==> config.mk <==
export PLATFORM = sky130hd
export DESIGN_NAME = fp_mult_unpack_stage_flat
export DESIGN_NICKNAME = d
export VERILOG_FILES = /design/src/rtl/fp_mult_unpack_stage_if.sv /design/src/rtl/fp_mult_unpack_stage.sv /design/src/flat_wrapper.sv
export SDC_FILE = /design/constraint.sdc
export NUM_CORES = 1
export LEC_CHECK = 0
export ABC_AREA = 0
export BUFFER_PORTS_ARGS = -buffer_cell sky130_fd_sc_hd__buf_4
export CELL_PAD_IN_SITES_DETAIL_PLACEMENT = 1
export CELL_PAD_IN_SITES_GLOBAL_PLACEMENT = 2
export CORE_MARGIN = 1
export CORE_UTILIZATION = 38
export CTS_CLUSTER_SIZE = 40
export DETAILED_ROUTE_END_ITERATION = 10
export HOLD_SLACK_MARGIN = 0.08
export PLACE_DENSITY_LB_ADDON = 0.1
export REMOVE_ABC_BUFFERS = 1
export SLEW_MARGIN = 20
export SYNTH_ARGS = -nofsm -noshare
export SYNTH_HDL_FRONTEND = slang
export SYNTH_SLANG_ARGS = --single-unit
==> constraint.sdc <==
create_clock -name clk -period 2.7 [get_ports clk]
set_input_delay 0.135 -clock clk [delete_from_list [all_inputs] [get_ports clk]]
set_output_delay 0.135 -clock clk [all_outputs]
set_load 0.1 [all_outputs]
==> src/rtl/fp_mult_unpack_stage_if.sv <==
// rtl/fp_mult_unpack_stage_if.sv - operand-in / unpacked-out handshake bundle for fp_mult_unpack_stage
`ifndef GET_EXP_LEN
`define FP16 16
`define FP32 32
`define FP64 64
`define GET_EXP_LEN(f) ((f) == 16 ? 5 : (f) == 64 ? 11 : 8)
`define GET_MANT_LEN(f) ((f) == 16 ? 10 : (f) == 64 ? 52 : 23)
`define GET_FP_LEN(f) (f)
`endif

interface fp_mult_unpack_stage_if #(
   parameter int data_format = `FP32
);
   localparam int E = `GET_EXP_LEN(data_format);
   localparam int M = `GET_MANT_LEN(data_format);
   localparam int W = `GET_FP_LEN(data_format);

   logic           in_valid;
   logic           in_ready;
   logic [W-1:0]   a;
   logic [W-1:0]   b;
   logic           out_valid;
   logic           out_ready;
   logic           sign;
   logic [E+1:0]   a_exp;
   logic [E+1:0]   b_exp;
   logic [M:0]     a_frac;
   logic [M:0]     b_frac;
   logic           a_zero;
   logic           b_zero;
   logic           a_inf;
   logic           b_inf;
   logic           a_nan;
   logic           b_nan;
   logic           a_sub;
   logic           b_sub;

   modport slave (
      input  in_valid, a, b, out_ready,
      output in_ready, out_valid, sign, a_exp, b_exp, a_frac, b_frac,
             a_zero, b_zero, a_inf, b_inf, a_nan, b_nan, a_sub, b_sub
   );

   modport master (
      output in_valid, a, b, out_ready,
      input  in_ready, out_valid, sign, a_exp, b_exp, a_frac, b_frac,
             a_zero, b_zero, a_inf, b_inf, a_nan, b_nan, a_sub, b_sub
   );
endinterface

==> src/rtl/fp_mult_unpack_stage.sv <==
// rtl/fp_mult_unpack_stage.sv - registered FP multiplier operand unpack with 2-entry skid buffer
// Optional FP_MULT_DAZ_EN: subnormals decode as zero (sub flag kept), no LZC/shifter built.
`ifndef GET_EXP_LEN
`define FP16 16
`define FP32 32
`define FP64 64
`define GET_EXP_LEN(f) ((f) == 16 ? 5 : (f) == 64 ? 11 : 8)
`define GET_MANT_LEN(f) ((f) == 16 ? 10 : (f) == 64 ? 52 : 23)
`define GET_FP_LEN(f) (f)
`endif

module fp_mult_unpack_stage #(
   parameter int data_format = `FP32
) (
   input logic                  clk,
   input logic                  rst_n,
   fp_mult_unpack_stage_if.slave bus
);
   localparam int E    = `GET_EXP_LEN(data_format);
   localparam int M    = `GET_MANT_LEN(data_format);
   localparam int W    = `GET_FP_LEN(data_format);
   localparam int BIAS = (1 << (E - 1)) - 1;
   localparam int EW   = E + 2;
   localparam int FW   = M + 1;

   typedef struct packed {
      logic [EW-1:0] exp;
      logic [FW-1:0] frac;
      logic          zero;
      logic          inf;
      logic          nan;
      logic          sub;
   } op_t;

   typedef struct packed {
      logic sign;
      op_t  a;
      op_t  b;
   } pair_t;

`ifndef FP_MULT_DAZ_EN
   localparam int LZW = $clog2(M + 1);

   function automatic logic [LZW-1:0] lzc(input logic [M-1:0] m);
      logic [LZW-1:0] cnt;
      logic           found;
      cnt   = '0;
      found = 1'b0;
      for (int i = M - 1; i >= 0; i--) begin
         if (!found) begin
            if (m[i]) found = 1'b1;
            else      cnt   = cnt + LZW'(1);
         end
      end
      return cnt;
   endfunction
`endif

   function automatic op_t decode(input logic [W-1:0] x);
      logic [E-1:0] e;
      logic [M-1:0] m;
      op_t          d;
`ifndef FP_MULT_DAZ_EN
      logic [LZW-1:0] z;
`endif
      e = x[W-2:M];
      m = x[M-1:0];
      d = '0;
      if (e == '0) begin
         if (m == '0) begin
            d.zero = 1'b1;
         end else begin
            d.sub = 1'b1;
`ifdef FP_MULT_DAZ_EN
            d.zero = 1'b1;
`else
            // Shift the leading one of the mantissa up to the hidden-bit position.
            z      = lzc(m);
            d.frac = {m, 1'b0} << z;
            d.exp  = EW'(1) - EW'(BIAS) - (EW'(z) + EW'(1));
`endif
         end
      end else if (e == '1) begin
         if (m == '0) begin
            d.inf = 1'b1;
         end else begin
            d.nan  = 1'b1;
            d.frac = {1'b1, m};
         end
      end else begin
         d.exp  = EW'(e) - EW'(BIAS);
         d.frac = {1'b1, m};
      end
      return d;
   endfunction

   pair_t in_dec;
   pair_t out_q;
   pair_t skid_q;
   logic  out_valid_q;
   logic  skid_valid_q;
   logic  in_fire;

   assign in_dec  = {bus.a[W-1] ^ bus.b[W-1], decode(bus.a), decode(bus.b)};
   assign in_fire = bus.in_valid && !skid_valid_q;

   always_ff @(posedge clk or negedge rst_n) begin
      if (!rst_n) begin
         out_q        <= '0;
         out_valid_q  <= 1'b0;
         skid_q       <= '0;
         skid_valid_q <= 1'b0;
      end else if (!out_valid_q || bus.out_ready) begin
         // Output slot frees this cycle: the skid entry is older, so it goes first.
         if (skid_valid_q) begin
            out_q        <= skid_q;
            out_valid_q  <= 1'b1;
            skid_valid_q <= 1'b0;
         end else if (in_fire) begin
            out_q       <= in_dec;
            out_valid_q <= 1'b1;
         end else begin
            out_valid_q <= 1'b0;
         end
      end else if (in_fire) begin
         skid_q       <= in_dec;
         skid_valid_q <= 1'b1;
      end
   end

   assign bus.in_ready  = !skid_valid_q;
   assign bus.out_valid = out_valid_q;
   assign bus.sign      = out_q.sign;
   assign bus.a_exp     = out_q.a.exp;
   assign bus.a_frac    = out_q.a.frac;
   assign bus.a_zero    = out_q.a.zero;
   assign bus.a_inf     = out_q.a.inf;
   assign bus.a_nan     = out_q.a.nan;
   assign bus.a_sub     = out_q.a.sub;
   assign bus.b_exp     = out_q.b.exp;
   assign bus.b_frac    = out_q.b.frac;
   assign bus.b_zero    = out_q.b.zero;
   assign bus.b_inf     = out_q.b.inf;
   assign bus.b_nan     = out_q.b.nan;
   assign bus.b_sub     = out_q.b.sub;
endmodule

==> src/flat_wrapper.sv <==
// flat-port wrapper written by rule: the top's interface ports become plain ports
module fp_mult_unpack_stage_flat 
#(
   parameter int data_format = `FP32
)
  (clk, rst_n, bus_in_valid, bus_a, bus_b, bus_out_ready, bus_in_ready, bus_out_valid, bus_sign, bus_a_exp, bus_b_exp, bus_a_frac, bus_b_frac, bus_a_zero, bus_b_zero, bus_a_inf, bus_b_inf, bus_a_nan, bus_b_nan, bus_a_sub, bus_b_sub);
  fp_mult_unpack_stage_if #(.data_format(data_format)) bus_i ();
  input logic clk;
  input logic rst_n;
  input wire logic [$bits(bus_i.in_valid)-1:0] bus_in_valid;
  input wire logic [$bits(bus_i.a)-1:0] bus_a;
  input wire logic [$bits(bus_i.b)-1:0] bus_b;
  input wire logic [$bits(bus_i.out_ready)-1:0] bus_out_ready;
  output wire logic [$bits(bus_i.in_ready)-1:0] bus_in_ready;
  output wire logic [$bits(bus_i.out_valid)-1:0] bus_out_valid;
  output wire logic [$bits(bus_i.sign)-1:0] bus_sign;
  output wire logic [$bits(bus_i.a_exp)-1:0] bus_a_exp;
  output wire logic [$bits(bus_i.b_exp)-1:0] bus_b_exp;
  output wire logic [$bits(bus_i.a_frac)-1:0] bus_a_frac;
  output wire logic [$bits(bus_i.b_frac)-1:0] bus_b_frac;
  output wire logic [$bits(bus_i.a_zero)-1:0] bus_a_zero;
  output wire logic [$bits(bus_i.b_zero)-1:0] bus_b_zero;
  output wire logic [$bits(bus_i.a_inf)-1:0] bus_a_inf;
  output wire logic [$bits(bus_i.b_inf)-1:0] bus_b_inf;
  output wire logic [$bits(bus_i.a_nan)-1:0] bus_a_nan;
  output wire logic [$bits(bus_i.b_nan)-1:0] bus_b_nan;
  output wire logic [$bits(bus_i.a_sub)-1:0] bus_a_sub;
  output wire logic [$bits(bus_i.b_sub)-1:0] bus_b_sub;
  assign bus_i.in_valid = bus_in_valid;
  assign bus_i.a = bus_a;
  assign bus_i.b = bus_b;
  assign bus_i.out_ready = bus_out_ready;
  assign bus_in_ready = bus_i.in_ready;
  assign bus_out_valid = bus_i.out_valid;
  assign bus_sign = bus_i.sign;
  assign bus_a_exp = bus_i.a_exp;
  assign bus_b_exp = bus_i.b_exp;
  assign bus_a_frac = bus_i.a_frac;
  assign bus_b_frac = bus_i.b_frac;
  assign bus_a_zero = bus_i.a_zero;
  assign bus_b_zero = bus_i.b_zero;
  assign bus_a_inf = bus_i.a_inf;
  assign bus_b_inf = bus_i.b_inf;
  assign bus_a_nan = bus_i.a_nan;
  assign bus_b_nan = bus_i.b_nan;
  assign bus_a_sub = bus_i.a_sub;
  assign bus_b_sub = bus_i.b_sub;
  fp_mult_unpack_stage #(.data_format(data_format)) u_core (.clk(clk), .rst_n(rst_n), .bus(bus_i));
endmodule
==> run_results.csv <==
group,metric,value,unit
synthesis,synth_warnings,0,
die,ios,147,
grt,grt_pass1_wl,110100,um
synthesis,synth_edf_count,0,
synthesis,yosys.area_share.simple,0.2500,
grt,grt.overflow.total,0,
final_layout,final_cells,3225,
clock_network,cts_buffers,17,
drt,routed_wl,85730,um
die,core_area,37840,um2
drt,ant_nets,0,
timing,fin_crit,10.79,ns
synthesis,synth_top_family_by_area,"compound AO/OA/AOI/OAI gates",
final_layout,multiInputGateArea,12660,um2
min_path,hold_class,"in2reg",
synthesis,syn_inst,1972,
clock_network,cts_tree,"yes",
grt,antenna_found_initial,1,
timing,fmax,92.67,MHz
status,outcome,"finished with violations",
drt,vias_per_cell,6.222,
synthesis,synth_compound_area_frac,0.2542,
synthesis,synth_area,14660,um2
drt,dr_total_vias,20070,
final_layout,layout_common_cells,"buf_4 (698), nand2_1 (258), nor2_1 (183)",
critical_path,critical_path_class,"in2reg",
timing,rsz0062_at_grt,"yes",
timing,final.period_utilization,3.997,
timing,worstMarginPinSlew,0.8313,ns
final_layout,regArea,3805,um2
pwr,p_leak,11.12,nW
final_layout,syn_to_final_growth,69.62,%
grt,grt_max_degree,75,
critical_path,critPathCaptureType,"register",
placement,placed_cells,3032,
final_layout,final_common_cell,"buf_4",
final_layout,nets,2816,
min_path,whs_path_depth,4,
placement,dpl.hpwl,47070,um
synthesis,synth_mux_area_frac,0.07035,
synthesis,synthXorXnorAreaFrac,0.07428,
run,drv_cap,0,
timing,fin_worst_skew,0.01160,ns
final_layout,fillers,4384,
timing,fin_ws,-8.091,ns
synthesis,synth_ff_type,"dfrtp_1",
drt,drt_iter0_markers,1235,
critical_path,cp_common_cell,"buf_4",
clock_network,cts_sinks,152,
clock_network,ctsLongestPathBuffers,2,
drt,wire_per_inst,26.58,um
pwr,p_per_area,454.6,nW/um2
critical_path,r2r_cells,4,
timing,drv_slew,0,
synthesis,synthAdderAreaFrac,0.04440,
grt,first_global_vias,20210,
synthesis,synth_seq_cells,152,
critical_path,required,3.04,ns
timing,setup_violations,135,
critical_path,cp_slowest_stage_delay,0.55,ns
synthesis,yosysSeqAreaShare,0.2595,
drt,drtPass1Iterations,7,
final_layout,layout-drive-gt1-share,0.4722,
die,fp-row-count,71,
synthesis,async_reset_ff_frac,1.000,
clock_network,root_buffer,"clkbuf_16",
grt,grt.total_usage,0.3587,
synthesis,synth_cell_types,90,
critical_path,cp_max_fo,3,
timing,hold_viol,0,
clock_network,clk_pin_slew,0.07,ns
placement,gp_congestion,0.9344,
die,dieArea,39360,um2
clock_network,clk_latency,0.47,ns
drt,drcViolationCount,0,
pwr,finalPower,11.30,mW
synthesis,syn_area_per_cell,7.432,um2
status,violations,"setup timing",
critical_path,critPathArrivalTime,11.13,ns
critical_path,start_kind,"input port",
pwr,ir_worst_vdd,0.5319,mV
die,start_util,0.3873,
placement,io_buffers,146,
critical_path,cpMaxStageDelayCell,"or4_4",
timing,slew_headroom,0.4458,
clock_network,cts_max_level,4,
die,fp.dieH,198.4,um
die,fp.dieW,198.4,um
flip-flops by register name, indices dropped and copies added, names as in the netlist:
signal	count
u_core.bus.b_nan	1
u_core.bus.a_zero	1
u_core.bus.a_frac	24
u_core.bus.a_nan	1
u_core.bus.b_exp	9
u_core.bus.a_exp	9
u_core.bus.b_inf	1
u_core.bus.b_sub	1
u_core.bus.b_frac	24
u_core.bus.a_sub	1
u_core.bus.a_inf	1
u_core.skid_q	75
u_core.bus.sign	1
u_core.bus.b_zero	1
u_core.skid_valid_q	1
u_core.bus.out_valid	1
power breakdown:
part           switching, mW  internal (mW)  leakage [nW]  total, mW
clock network           1.18           1.39         0.282       2.56
registers              0.337           2.70          1.87       3.03
logic                   3.78           1.92          8.96       5.70
total                   5.29           6.01          11.1       11.3
worst max-delay path, delay by kind of cell:
family / cells / cell delay, ns
buf+inv: 14 / 1.51
compound gates: 17 / 3.19
fa+ha+maj: 9 / 2.45
simple gates: 17 / 2.55
xor+xnor: 4 / 0.73
mux: 3 / 0.54
cell usage after synthesis (5+ instances only):
master,instances,area (um2)
a2111oi_0,11,96.34
a211o_1,7,61.31
a211oi_1,26,195.2
a21o_1,16,120.1
a21oi_1,122,610.6
a221oi_1,15,131.4
a22o_1,9,78.83
a22oi_1,32,240.2
a2bb2oi_1,5,43.79
a31oi_1,24,150.1
a32oi_1,7,61.31
and2_1,21,131.4
and3_1,29,181.4
buf_2,7,35.03
clkbuf_1,113,424.2
dfrtp_1,152,3804
ha_1,48,600.6
inv_1,46,172.7
maj3_1,5,50.05
mux2_2,16,180.2
mux2i_1,85,850.8
nand2_1,282,1059
nand2b_1,22,137.6
nand3_1,54,270.3
nand4_1,12,75.07
nor2_1,226,848.3
nor2b_1,30,187.7
nor3_1,42,210.2
nor4_1,9,56.30
o211ai_1,14,105.1
o21a_1,14,105.1
o21ai_0,211,1056
o21ai_1,11,55.05
o22ai_1,10,62.56
o31ai_1,13,97.59
or2_2,10,62.56
or3_1,13,81.33
or4_1,8,60.06
xnor2_1,62,543.0
xnor3_1,7,157.7
xor2_1,32,280.3
worst paths after layout:
path | to | startpoint | slack, ns
worst max-delay path | u_core.bus.b_exp[5]$_DFFE_PN0P_ | bus_b[19] | -8.09
worst min-delay path | u_core.skid_q[45]$_DFFE_PN0P_ | bus_a[3] | 0.11
worst max register to register | u_core.bus.b_frac[5]$_DFFE_PN0P_ | u_core.skid_valid_q$_DFFE_PN0P_ | 0.70
worst min register to register | u_core.skid_q[65]$_DFFE_PN0P_ | u_core.skid_q[65]$_DFFE_PN0P_ | 0.47
max in group asynchronous | u_core.skid_valid_q$_DFFE_PN0P_ | rst_n | 1.65
min in group asynchronous | u_core.bus.a_frac[7]$_DFFE_PN0P_ | rst_n | 0.29
cells by family (layout without fill, tap and decap cells):
kind of cell	Yosys count	after routing
other cells	0	1
simple gates	790	790
flops	152	152
fa+ha+maj	53	53
buf+inv	175	916
compound gates	595	595
xor+xnor	106	106
mux	101	101
timing repair:
action                                  in CTS  in global routing
hold buffers                                 5                  0
setup buffers                              102                 69
cloned                                       2                  0
endpoints found under the setup margin     137                141
pin swaps                                  213                198
resized for setup                          500                285
hold endpoints to repair                    75                  0
final cells by class:
cell class / count / area share
Multi-Input combinational cell: 1645 / 0.5095
Timing Repair Buffer: 837 / 0.2806
Sequential cell: 152 / 0.1531
Tap cell: 511 / 0.02572
Clock buffer: 18 / 0.01726
Inverter: 47 / 0.007298
Clock inverter: 14 / 0.006543
Antenna cell: 1 / 0.0001007
through the flow:
| stage | TNS [ns] | hold slack (ns) | worst slack (ns) | util | area (um2) |
|---|---|---|---|---|---|
| after floorplan | -1059.44 | -0.1606 | -9.125 | - | 14140 |
| after global placement | -920.35 | 0.2334 | -7.970 | 0.5291 | 20020 |
| after detailed placement | -971.84 | 0.2363 | -8.560 | 0.5291 | 20020 |
| after CTS | -792.28 | 0.1126 | -6.964 | 0.6122 | 23170 |
| after global routing | -956.38 | 0.1066 | -8.365 | 0.6568 | 24860 |
| final | -913.10 | 0.1078 | -8.091 | 0.6569 | 24860 |
layer usage:
metal	up-vias	global-route usage	wire, um
met5	-	0	0
met3	436	0.04459	4903
met4	0	0.1904	6012
met2	1012	0.6626	43400
met1	10050	0.3993	31410
li1	8568	-	-
(Power assumes the default switching activity.)
